[config.mk]
export PLATFORM = sky130hd
export DESIGN_NAME = mips_instr_encoder
export DESIGN_NICKNAME = d
export VERILOG_FILES = /design/src/rtl/mips_instr_encoder.sv
export SDC_FILE = /design/constraint.sdc
export NUM_CORES = 1
export LEC_CHECK = 0
export ABC_CLOCK_PERIOD_IN_PS = 16000
export CORE_UTILIZATION = 50
export CTS_BUF_LIST = sky130_fd_sc_hd__clkbuf_2
export CTS_CLUSTER_DIAMETER = 60
export DETAILED_ROUTE_END_ITERATION = 7
export DONT_BUFFER_PORTS = 1
export GPL_TIMING_DRIVEN = 0
export PLACE_DENSITY = 0.73
export SLEW_MARGIN = 20
export SYNTH_ARGS = -nofsm -noshare
export SYNTH_HDL_FRONTEND = slang
export SYNTH_SLANG_ARGS = --single-unit
[constraint.sdc]
create_clock -name clk -period 16 [get_ports clk]
set_input_delay 4.8 -clock clk [delete_from_list [all_inputs] [get_ports clk]]
set_output_delay 4.8 -clock clk [all_outputs]
set_load 0.01 [all_outputs]
[src/rtl/mips_instr_encoder.sv]
// Encodes symbolic MIPS operation requests into 32-bit instruction words and
// streams them through a small FIFO to sequential IMEM word addresses.
`timescale 1ns/1ps
module mips_instr_encoder #(
    parameter int unsigned ADDR_W = 32,
    parameter int unsigned CNT_W  = 16,
    parameter int unsigned DEPTH  = 4
) (
    input  logic              clk,
    input  logic              rst_n,
    input  logic              start,
    input  logic [ADDR_W-1:0] base_addr,
    input  logic [CNT_W-1:0]  prog_len,
    input  logic              op_valid,
    output logic              op_ready,
    input  logic [4:0]        op_sel,
    input  logic [4:0]        rs,
    input  logic [4:0]        rt,
    input  logic [4:0]        rd,
    input  logic [15:0]       imm,
    output logic              wr_valid,
    input  logic              wr_ready,
    output logic [ADDR_W-1:0] wr_addr,
    output logic [31:0]       wr_data,
    output logic              busy,
    output logic              done,
    output logic              err_illegal
);

    localparam int unsigned PTR_W  = (DEPTH > 1) ? $clog2(DEPTH) : 1;
    localparam int unsigned FILL_W = PTR_W + 1;

    typedef enum logic [1:0] {
        ST_IDLE,
        ST_RUN,
        ST_DRAIN,
        ST_DONE
    } state_e;

    state_e              state_q, state_d;
    logic [ADDR_W-1:0]   addr_q, addr_d;
    logic [CNT_W-1:0]    rem_q, rem_d;
    logic                err_q, err_d;
    logic [PTR_W-1:0]    wr_ptr_q, wr_ptr_d;
    logic [PTR_W-1:0]    rd_ptr_q, rd_ptr_d;
    logic [FILL_W-1:0]   fill_q, fill_d;
    logic [31:0]         mem_q [DEPTH];

    logic [5:0]          funct_c;
    logic [5:0]          opcode_c;
    logic                is_r_c;
    logic                is_i_c;
    logic                legal_c;
    logic [31:0]         enc_word_c;
    logic                fifo_full_c;
    logic                fifo_empty_c;
    logic                accept_c;
    logic                push_c;
    logic                pop_c;

    // Operation select to funct (R-type) or opcode (I-type) lookup.
    always_comb begin : encode_lookup
        funct_c  = 6'h00;
        opcode_c = 6'h00;
        is_r_c   = 1'b0;
        is_i_c   = 1'b0;
        case (op_sel)
            5'd0:  begin is_r_c = 1'b1; funct_c  = 6'h20; end
            5'd1:  begin is_r_c = 1'b1; funct_c  = 6'h21; end
            5'd2:  begin is_r_c = 1'b1; funct_c  = 6'h22; end
            5'd3:  begin is_r_c = 1'b1; funct_c  = 6'h23; end
            5'd4:  begin is_r_c = 1'b1; funct_c  = 6'h24; end
            5'd5:  begin is_r_c = 1'b1; funct_c  = 6'h25; end
            5'd6:  begin is_r_c = 1'b1; funct_c  = 6'h26; end
            5'd7:  begin is_r_c = 1'b1; funct_c  = 6'h27; end
            5'd8:  begin is_r_c = 1'b1; funct_c  = 6'h2a; end
            5'd9:  begin is_i_c = 1'b1; opcode_c = 6'h04; end
            5'd10: begin is_i_c = 1'b1; opcode_c = 6'h05; end
            5'd11: begin is_i_c = 1'b1; opcode_c = 6'h23; end
            5'd12: begin is_i_c = 1'b1; opcode_c = 6'h2b; end
            5'd13: begin is_i_c = 1'b1; opcode_c = 6'h08; end
            5'd14: begin is_i_c = 1'b1; opcode_c = 6'h09; end
            5'd15: begin is_i_c = 1'b1; opcode_c = 6'h0c; end
            5'd16: begin is_i_c = 1'b1; opcode_c = 6'h0d; end
            5'd17: begin is_i_c = 1'b1; opcode_c = 6'h0e; end
            default: begin end
        endcase
    end

    assign legal_c    = is_r_c | is_i_c;
    assign enc_word_c = is_r_c ? {6'h00, rs, rt, rd, 5'h00, funct_c}
                               : {opcode_c, rs, rt, imm};

    // Handshake decode; op_ready is a pure decode of registered state.
    assign fifo_full_c  = (fill_q == FILL_W'(DEPTH));
    assign fifo_empty_c = (fill_q == '0);
    assign op_ready     = (state_q == ST_RUN) && !fifo_full_c && (rem_q != '0);
    assign accept_c     = op_valid && op_ready;
    assign push_c       = accept_c && legal_c;
    assign pop_c        = !fifo_empty_c && wr_ready;

    // Load sequencing: next state, write address, remaining count, error flag.
    always_comb begin : next_state
        state_d = state_q;
        addr_d  = addr_q;
        rem_d   = rem_q;
        err_d   = err_q;
        if (pop_c) begin
            addr_d = addr_q + ADDR_W'(4);
        end
        case (state_q)
            ST_IDLE: begin
                if (start) begin
                    err_d = 1'b0;
                    if (prog_len == '0) begin
                        state_d = ST_DONE;
                    end else begin
                        state_d = ST_RUN;
                        addr_d  = base_addr & ~ADDR_W'(3);
                        rem_d   = prog_len;
                    end
                end
            end
            ST_RUN: begin
                if (accept_c && !legal_c) begin
                    err_d = 1'b1;
                end
                if (push_c) begin
                    rem_d = rem_q - CNT_W'(1);
                    if (rem_q == CNT_W'(1)) begin
                        state_d = ST_DRAIN;
                    end
                end
            end
            ST_DRAIN: begin
                if (fifo_empty_c) begin
                    state_d = ST_DONE;
                end
            end
            ST_DONE: begin
                state_d = ST_IDLE;
            end
            default: begin
                state_d = ST_IDLE;
            end
        endcase
    end

    // FIFO pointer and occupancy update.
    always_comb begin : fifo_next
        wr_ptr_d = wr_ptr_q;
        rd_ptr_d = rd_ptr_q;
        fill_d   = fill_q;
        if (push_c) begin
            wr_ptr_d = wr_ptr_q + PTR_W'(1);
        end
        if (pop_c) begin
            rd_ptr_d = rd_ptr_q + PTR_W'(1);
        end
        case ({push_c, pop_c})
            2'b10:   fill_d = fill_q + FILL_W'(1);
            2'b01:   fill_d = fill_q - FILL_W'(1);
            default: fill_d = fill_q;
        endcase
    end

    always_ff @(posedge clk) begin : state_reg
        if (!rst_n) begin
            state_q  <= ST_IDLE;
            addr_q   <= '0;
            rem_q    <= '0;
            err_q    <= 1'b0;
            wr_ptr_q <= '0;
            rd_ptr_q <= '0;
            fill_q   <= '0;
        end else begin
            state_q  <= state_d;
            addr_q   <= addr_d;
            rem_q    <= rem_d;
            err_q    <= err_d;
            wr_ptr_q <= wr_ptr_d;
            rd_ptr_q <= rd_ptr_d;
            fill_q   <= fill_d;
        end
    end

    // Storage is cleared on reset so the idle head word reads as zero.
    always_ff @(posedge clk) begin : fifo_mem
        if (!rst_n) begin
            for (int i = 0; i < int'(DEPTH); i++) begin
                mem_q[i] <= '0;
            end
        end else if (push_c) begin
            mem_q[wr_ptr_q] <= enc_word_c;
        end
    end

    assign wr_valid    = !fifo_empty_c;
    assign wr_addr     = addr_q;
    assign wr_data     = mem_q[rd_ptr_q];
    assign busy        = (state_q != ST_IDLE);
    assign done        = (state_q == ST_DONE);
    assign err_illegal = err_q;

endmodule

Word-level counts from Yosys, hierarchy flattened
Memory sizes are Yosys's and may differ from the RTL's. A register that Yosys moved wholly into a read port is not among the register bits.
Index checks and enable logic that the tools add are counted.
Storage, ports and cells
  register bits: 58
  bits in writable memories: 128
  input bits: 89
  output and inout port bits: 69
  word-level logic and storage cells: 100
  memories kept: 1
Cells by class
  add/subtract/negate cells: 6
  eq/ne operators: 30
  mux-type cells: 32
  bitwise gates (word level): 1
  reductions and logical operators: 23
Memories
  mem_q: depth 4, bits a word 32, read ports 1, clocked after memory_dff 1, write ports 4, line 47  | logic [31:0] mem_q [DEPTH];
Operators with widths (count)
  32-bit 2-to-1 mux: 6
  6-bit case mux with 9 select lines: 2
  16-bit 2-to-1 mux: 3
  5-bit by 4-bit == test with 1-bit output (second input constant): 8
  32-bit by 3-bit adder with 32-bit output (second input constant): 1
  16-bit case mux with 2 select lines: 1
  32-bit OR reduction: 1
  5-bit by 3-bit == test with 1-bit output (second input constant): 4
  9-bit OR reduction: 2
  16-bit by 1-bit == test with 1-bit output (second input constant): 1
  16-bit logical NOT: 1
  2-bit 2-to-1 mux: 8
  16-bit nonzero test: 1
  16-bit by 1-bit subtractor with 16-bit output (second input constant): 1
  5-bit by 2-bit == test with 1-bit output (second input constant): 2
  5-bit == test (second input constant): 2
  1-bit 2-to-1 mux: 9
  2-bit inequality test (second input constant): 4
  2-bit case mux with 4 select lines: 1
  4-bit AND reduction: 2
  2-bit == test (second input constant): 3
  1-bit logical AND: 6
  3-bit case mux with 2 select lines: 1
  2-bit nonzero test: 3
  other kinds (14): 19

Logic depth before layout (Yosys ltp)
  depth after elaboration: 11
  mapped depth: 13
  depth with buffers taken out: 12

Worst setup path after synthesis
OpenSTA, ideal clock, no wires.
  path kind: input -> register
  start: input port op_sel[2]
  end: memory mem_q[3][0] (enable)
  library setup time: 0.462 ns
  arrival: 8.028 ns
  data required time: 15.538 ns
  setup slack: 7.510 ns
  cell stages on the path: 6
  buffers on the path: 1
  path through: buf_2 -> o31ai_4 -> nor3b_2 -> a21boi_4 -> nand2_1 -> o21ai_0
RTL lines
  from (decl): line 16  | input logic [4:0] op_sel,
  to (decl): line 47

Worst setup path in the final report
  start: register state_q[1]
  end: output port op_ready
Between the ends
  cells in the longest elaborated chain, start to end: 3
Ends and longest elaborated chain
  from (decl): line 40  | state_e state_q, state_d;
  from (signal assigned): line 177  | state_q <= state_d;
  2-bit by 1-bit == test with 1-bit output: line 97  | assign op_ready = (state_q == ST_RUN) && !fifo_full_c && (rem_q != '0);
  1-bit logical AND (2 in series): line 97
  to (decl): line 15  | output logic op_ready,
No other way between the ends.

==> metrics.json <==
{
  "status": {
    "outcome": "finished, final reports clean"
  },
  "worst_setup_path": {
    "r2r_endpoint": "mem_q[0][25]",
    "crit_type": "reg2out",
    "timing.critical_path.required_ns": 11.20,
    "crit_path_end": "op_ready",
    "source_of_the_critical_timing_path": "state_q[1]",
    "r2r_start": "rem_q[0]",
    "r2r_slack_ns": 12.47,
    "timing.critical_path.to_type": "output pin",
    "worstSetupStartpointType": "register",
    "cp_data_arrival_time_ns": 2.97,
    "path_max_fanout": 10,
    "worstRegToRegCells": 10
  },
  "clock_network": {
    "tritoncts": "built",
    "clock_sink_count": 182,
    "cts.hold.buffers_added": 0,
    "cts-htree-levels": 4,
    "cts_repair_resize_count": 0,
    "tritoncts.num_buffers": 17,
    "clk_buf_depth": 2,
    "clk_root_buffer_cell": "sky130_fd_sc_hd__clkbuf_2",
    "clock_insertion_delay_worst_skew_ns": 0.76,
    "worst_setup_hold_path_clk_slew_ns": 0.26,
    "post-cts-setup-buffer-count": 0
  },
  "global_routing": {
    "antenna_violations_before_repair": 1,
    "first_global_vias": 6130,
    "grt_first_pass_wirelength_mm": 32.71,
    "grt_util_all_layers": 0.2358,
    "grt_max_degree": 32,
    "globalRouteOverflowTotal": 0
  },
  "timing": {
    "maxClockFrequency_mhz": 128.6,
    "setup_repair_after_global_routing_missed_its_margin": "false",
    "layout_min_cycle_time_ns": 7.773,
    "clock_skew_ns": 0.02978,
    "period_share": 0.4858,
    "tightestPinTransition_ns": 1.045,
    "setup_viol": 0,
    "hold_viol_final": 0,
    "slew_headroom": 0.2968,
    "tns_ns": 0,
    "worst_hold_slack_ns": 0.5131,
    "final-max-slew-violation-count": 0
  },
  "floorplanning": {
    "floorplan.die_area_mm2": 0.01867,
    "die_width_um": 136.6,
    "height_of_the_die_um": 136.6,
    "ios": 158,
    "core_area_mm2": 0.01748,
    "rows": 48,
    "floorplan.initialDensity": 0.5186
  },
  "routing": {
    "drc": 0,
    "totalWireLength_mm": 20.93,
    "routed_antenna_nets": 0,
    "detail_route.first_pass.iterations": 4,
    "drt_first_iter_violations": 389,
    "drt-wirelength-per-cell_um": 19.93,
    "route.vias.total": 6254,
    "vias_per_cell": 5.956
  },
  "placement": {
    "gp_routability_congestion": 0.9156,
    "place.detailed.instances": 1017,
    "placed_area_mm2": 0.009460,
    "buffer_ports.inserted": 0,
    "dp.final_hpwl_mm": 14.75
  },
  "layout": {
    "final_cell_count_no_fill": 1050,
    "num-nets-final": 910,
    "drive_above_1_share": 0.1446,
    "areaGrowthSynthToFinish_pct": 7.192,
    "postLayoutCellArea_mm2": 0.009716
  },
  "yosys": {
    "edff_count_synth": 124,
    "yosysSeqAreaShare": 0.5389,
    "async_flop_share": 0,
    "avgSynthCellArea_um2": 11.52,
    "yosysUniqueCellTypes": 75,
    "ys_warn_count": 0,
    "postSynthCellCount": 787,
    "synth_seq_cells": 182,
    "synth_area_mm2": 0.009064,
    "ys.flop_type": "sky130_fd_sc_hd__edfxtp_1"
  },
  "power_and_ir_drop": {
    "vdd_ir_drop_max_mv": 0.07654,
    "power.total_mw": 1.244,
    "power.density_cell_area_mw_per_mm2": 128.0,
    "power.static_leakage_nw": 3.412
  },
  "hold_path": {
    "hp-class": "reg2reg"
  },
  "job": {
    "max_cap_viol_count": 0
  }
}
## layout make-up
| class | count | area, um^2 |
|---|---|---|
| Fill cell | 1482 | 7761 |
| Sequential cell | 182 | 4885 |
| Multi-Input combinational cell | 534 | 3887 |
| Tap cell | 225 | 281.5 |
| Buffer | 46 | 220.2 |
| Clock inverter | 14 | 165.2 |
| Inverter | 27 | 103.9 |
| Clock buffer | 17 | 85.08 |
| Timing Repair Buffer | 3 | 82.58 |
| Antenna cell | 2 | 5.005 |
## worst max-delay path, cell delays in order, from the launching register on
cell and delay, ns:
sky130_fd_sc_hd__dfxtp_1 0.40, sky130_fd_sc_hd__inv_1 0.10, sky130_fd_sc_hd__ha_1 0.19, sky130_fd_sc_hd__clkbuf_1 0.40, sky130_fd_sc_hd__clkbuf_1 0.42, sky130_fd_sc_hd__buf_1 0.45
sky130_fd_sc_hd__and2_1 0.27
## how the worst min path moves through the flow
stage                          start         end  slack (ns)  cells after the start
after global routing      state_q[0]  state_q[0]        0.55                      2
after global placement      rem_q[6]    rem_q[6]        0.48                      2
after CTS                   rem_q[6]    rem_q[6]        0.52                      2
after detailed placement    rem_q[6]    rem_q[6]        0.49                      2
after floorplan             rem_q[6]    rem_q[6]        0.46                      2
final                       rem_q[6]    rem_q[6]        0.51                      2
## logic make-up (layout without fill, tap and decap cells)
family	count (synthesis)	count (layout)	synth area share
and+or+nand+nor	327	327	0.1957
DFF	182	182	0.5389
buffers and inverters	73	107	0.03575
other	1	5	0.0004137
muxes	44	44	0.09152
xor gates and xnor gates	35	35	0.03382
adders and majority gates	10	10	0.01463
AOI/OAI and AO/OA	115	115	0.08918
## placed cells by master (no fill, tap or decap), types with 4 or more instances in the layout
master                     instances
sky130_fd_sc_hd__xor2_1           15
sky130_fd_sc_hd__clkbuf_2         17
sky130_fd_sc_hd__buf_1             7
sky130_fd_sc_hd__ha_1              9
sky130_fd_sc_hd__nor2b_1           4
sky130_fd_sc_hd__dfxtp_1          58
sky130_fd_sc_hd__inv_6             7
sky130_fd_sc_hd__edfxtp_1        124
sky130_fd_sc_hd__nor2_4            9
sky130_fd_sc_hd__nor2_1          101
sky130_fd_sc_hd__buf_2             8
sky130_fd_sc_hd__mux4_2           31
sky130_fd_sc_hd__o31ai_1           4
sky130_fd_sc_hd__nor4_1            7
sky130_fd_sc_hd__nor3_1           12
sky130_fd_sc_hd__and2_1           38
sky130_fd_sc_hd__and3_1           21
sky130_fd_sc_hd__inv_1            26
sky130_fd_sc_hd__nand3_1          29
sky130_fd_sc_hd__and4_1            5
sky130_fd_sc_hd__a21oi_1          28
sky130_fd_sc_hd__o22ai_1           4
sky130_fd_sc_hd__a211oi_1         15
sky130_fd_sc_hd__nand2b_1          7
sky130_fd_sc_hd__xnor2_1          20
sky130_fd_sc_hd__o21ai_0          24
sky130_fd_sc_hd__nand4_1          11
sky130_fd_sc_hd__nand2_1          45
sky130_fd_sc_hd__and2_4            9
sky130_fd_sc_hd__clkbuf_1         25
sky130_fd_sc_hd__mux2i_1          12
sky130_fd_sc_hd__or3_1             6
## metal layers
metal / global-route usage / vias up / wire length [um]
li1: - / 2940 / -
met1: 0.2920 / 3027 / 8339
met2: 0.3866 / 263 / 10410
met3: 0.08037 / 24 / 1876
met4: 0.07407 / 0 / 308
met5: 0 / - / 0
## synth_stat cells, types with 3 or more instances
cell	count	area (um^2)
sky130_fd_sc_hd__a211oi_1	15	112.6
sky130_fd_sc_hd__nor2b_1	4	25.02
sky130_fd_sc_hd__and3_1	21	131.4
sky130_fd_sc_hd__nor2_4	9	101.4
sky130_fd_sc_hd__clkbuf_1	25	93.84
sky130_fd_sc_hd__mux2i_1	12	120.1
sky130_fd_sc_hd__mux4_2	31	698.2
sky130_fd_sc_hd__nand2b_1	7	43.79
sky130_fd_sc_hd__o311ai_0	3	26.28
sky130_fd_sc_hd__inv_1	26	97.59
sky130_fd_sc_hd__xnor2_1	20	175.2
sky130_fd_sc_hd__a21oi_1	28	140.1
sky130_fd_sc_hd__nand2_1	46	172.7
sky130_fd_sc_hd__buf_2	8	40.04
sky130_fd_sc_hd__o21ai_0	26	130.1
sky130_fd_sc_hd__and4_1	5	43.79
sky130_fd_sc_hd__buf_1	7	26.28
sky130_fd_sc_hd__and2_4	9	78.83
sky130_fd_sc_hd__o22ai_1	4	25.02
sky130_fd_sc_hd__xor2_1	15	131.4
sky130_fd_sc_hd__a22oi_1	3	22.52
sky130_fd_sc_hd__o221ai_1	3	26.28
sky130_fd_sc_hd__and2_1	38	237.7
sky130_fd_sc_hd__nand3_1	29	145.1
sky130_fd_sc_hd__dfxtp_1	58	1161
sky130_fd_sc_hd__edfxtp_1	124	3724
sky130_fd_sc_hd__nor2_1	101	379.1
sky130_fd_sc_hd__nand4_1	11	68.82
sky130_fd_sc_hd__a21boi_0	3	22.52
sky130_fd_sc_hd__nor3b_1	3	22.52
sky130_fd_sc_hd__nor3_1	12	60.06
sky130_fd_sc_hd__o31ai_1	4	30.03
sky130_fd_sc_hd__or3_1	6	37.54
sky130_fd_sc_hd__nor4_1	7	43.79
sky130_fd_sc_hd__ha_1	9	112.6
sky130_fd_sc_hd__buf_4	3	22.52
## stage by stage
stage / setup WS, ns / util
global route: 7.927 / 0.5559
global placement: 5.609 / 0.5352
floorplan: 7.510 / -
detailed placement: 8.200 / 0.5413
CTS: 8.180 / 0.5556
finish: 8.227 / 0.5559
## registers in the layout, indices dropped and copies added, names as in the netlist, named ones only
| signal | flops |
|---|---|
| rd_ptr_q | 2 |
| fill_q | 3 |
| wr_ptr_q | 2 |
| rem_q | 16 |
| wr_addr | 30 |
| state_q | 2 |
| err_illegal | 1 |
| mem_q | 124 |
## where the power goes
group	total (mW)	switching, mW	internal, mW
clock network	0.246	0.169	0.0764
logic	0.378	0.233	0.145
registers	0.619	0.0615	0.558
total	1.24	0.464	0.779
Power figures use the tool's default switching activity.
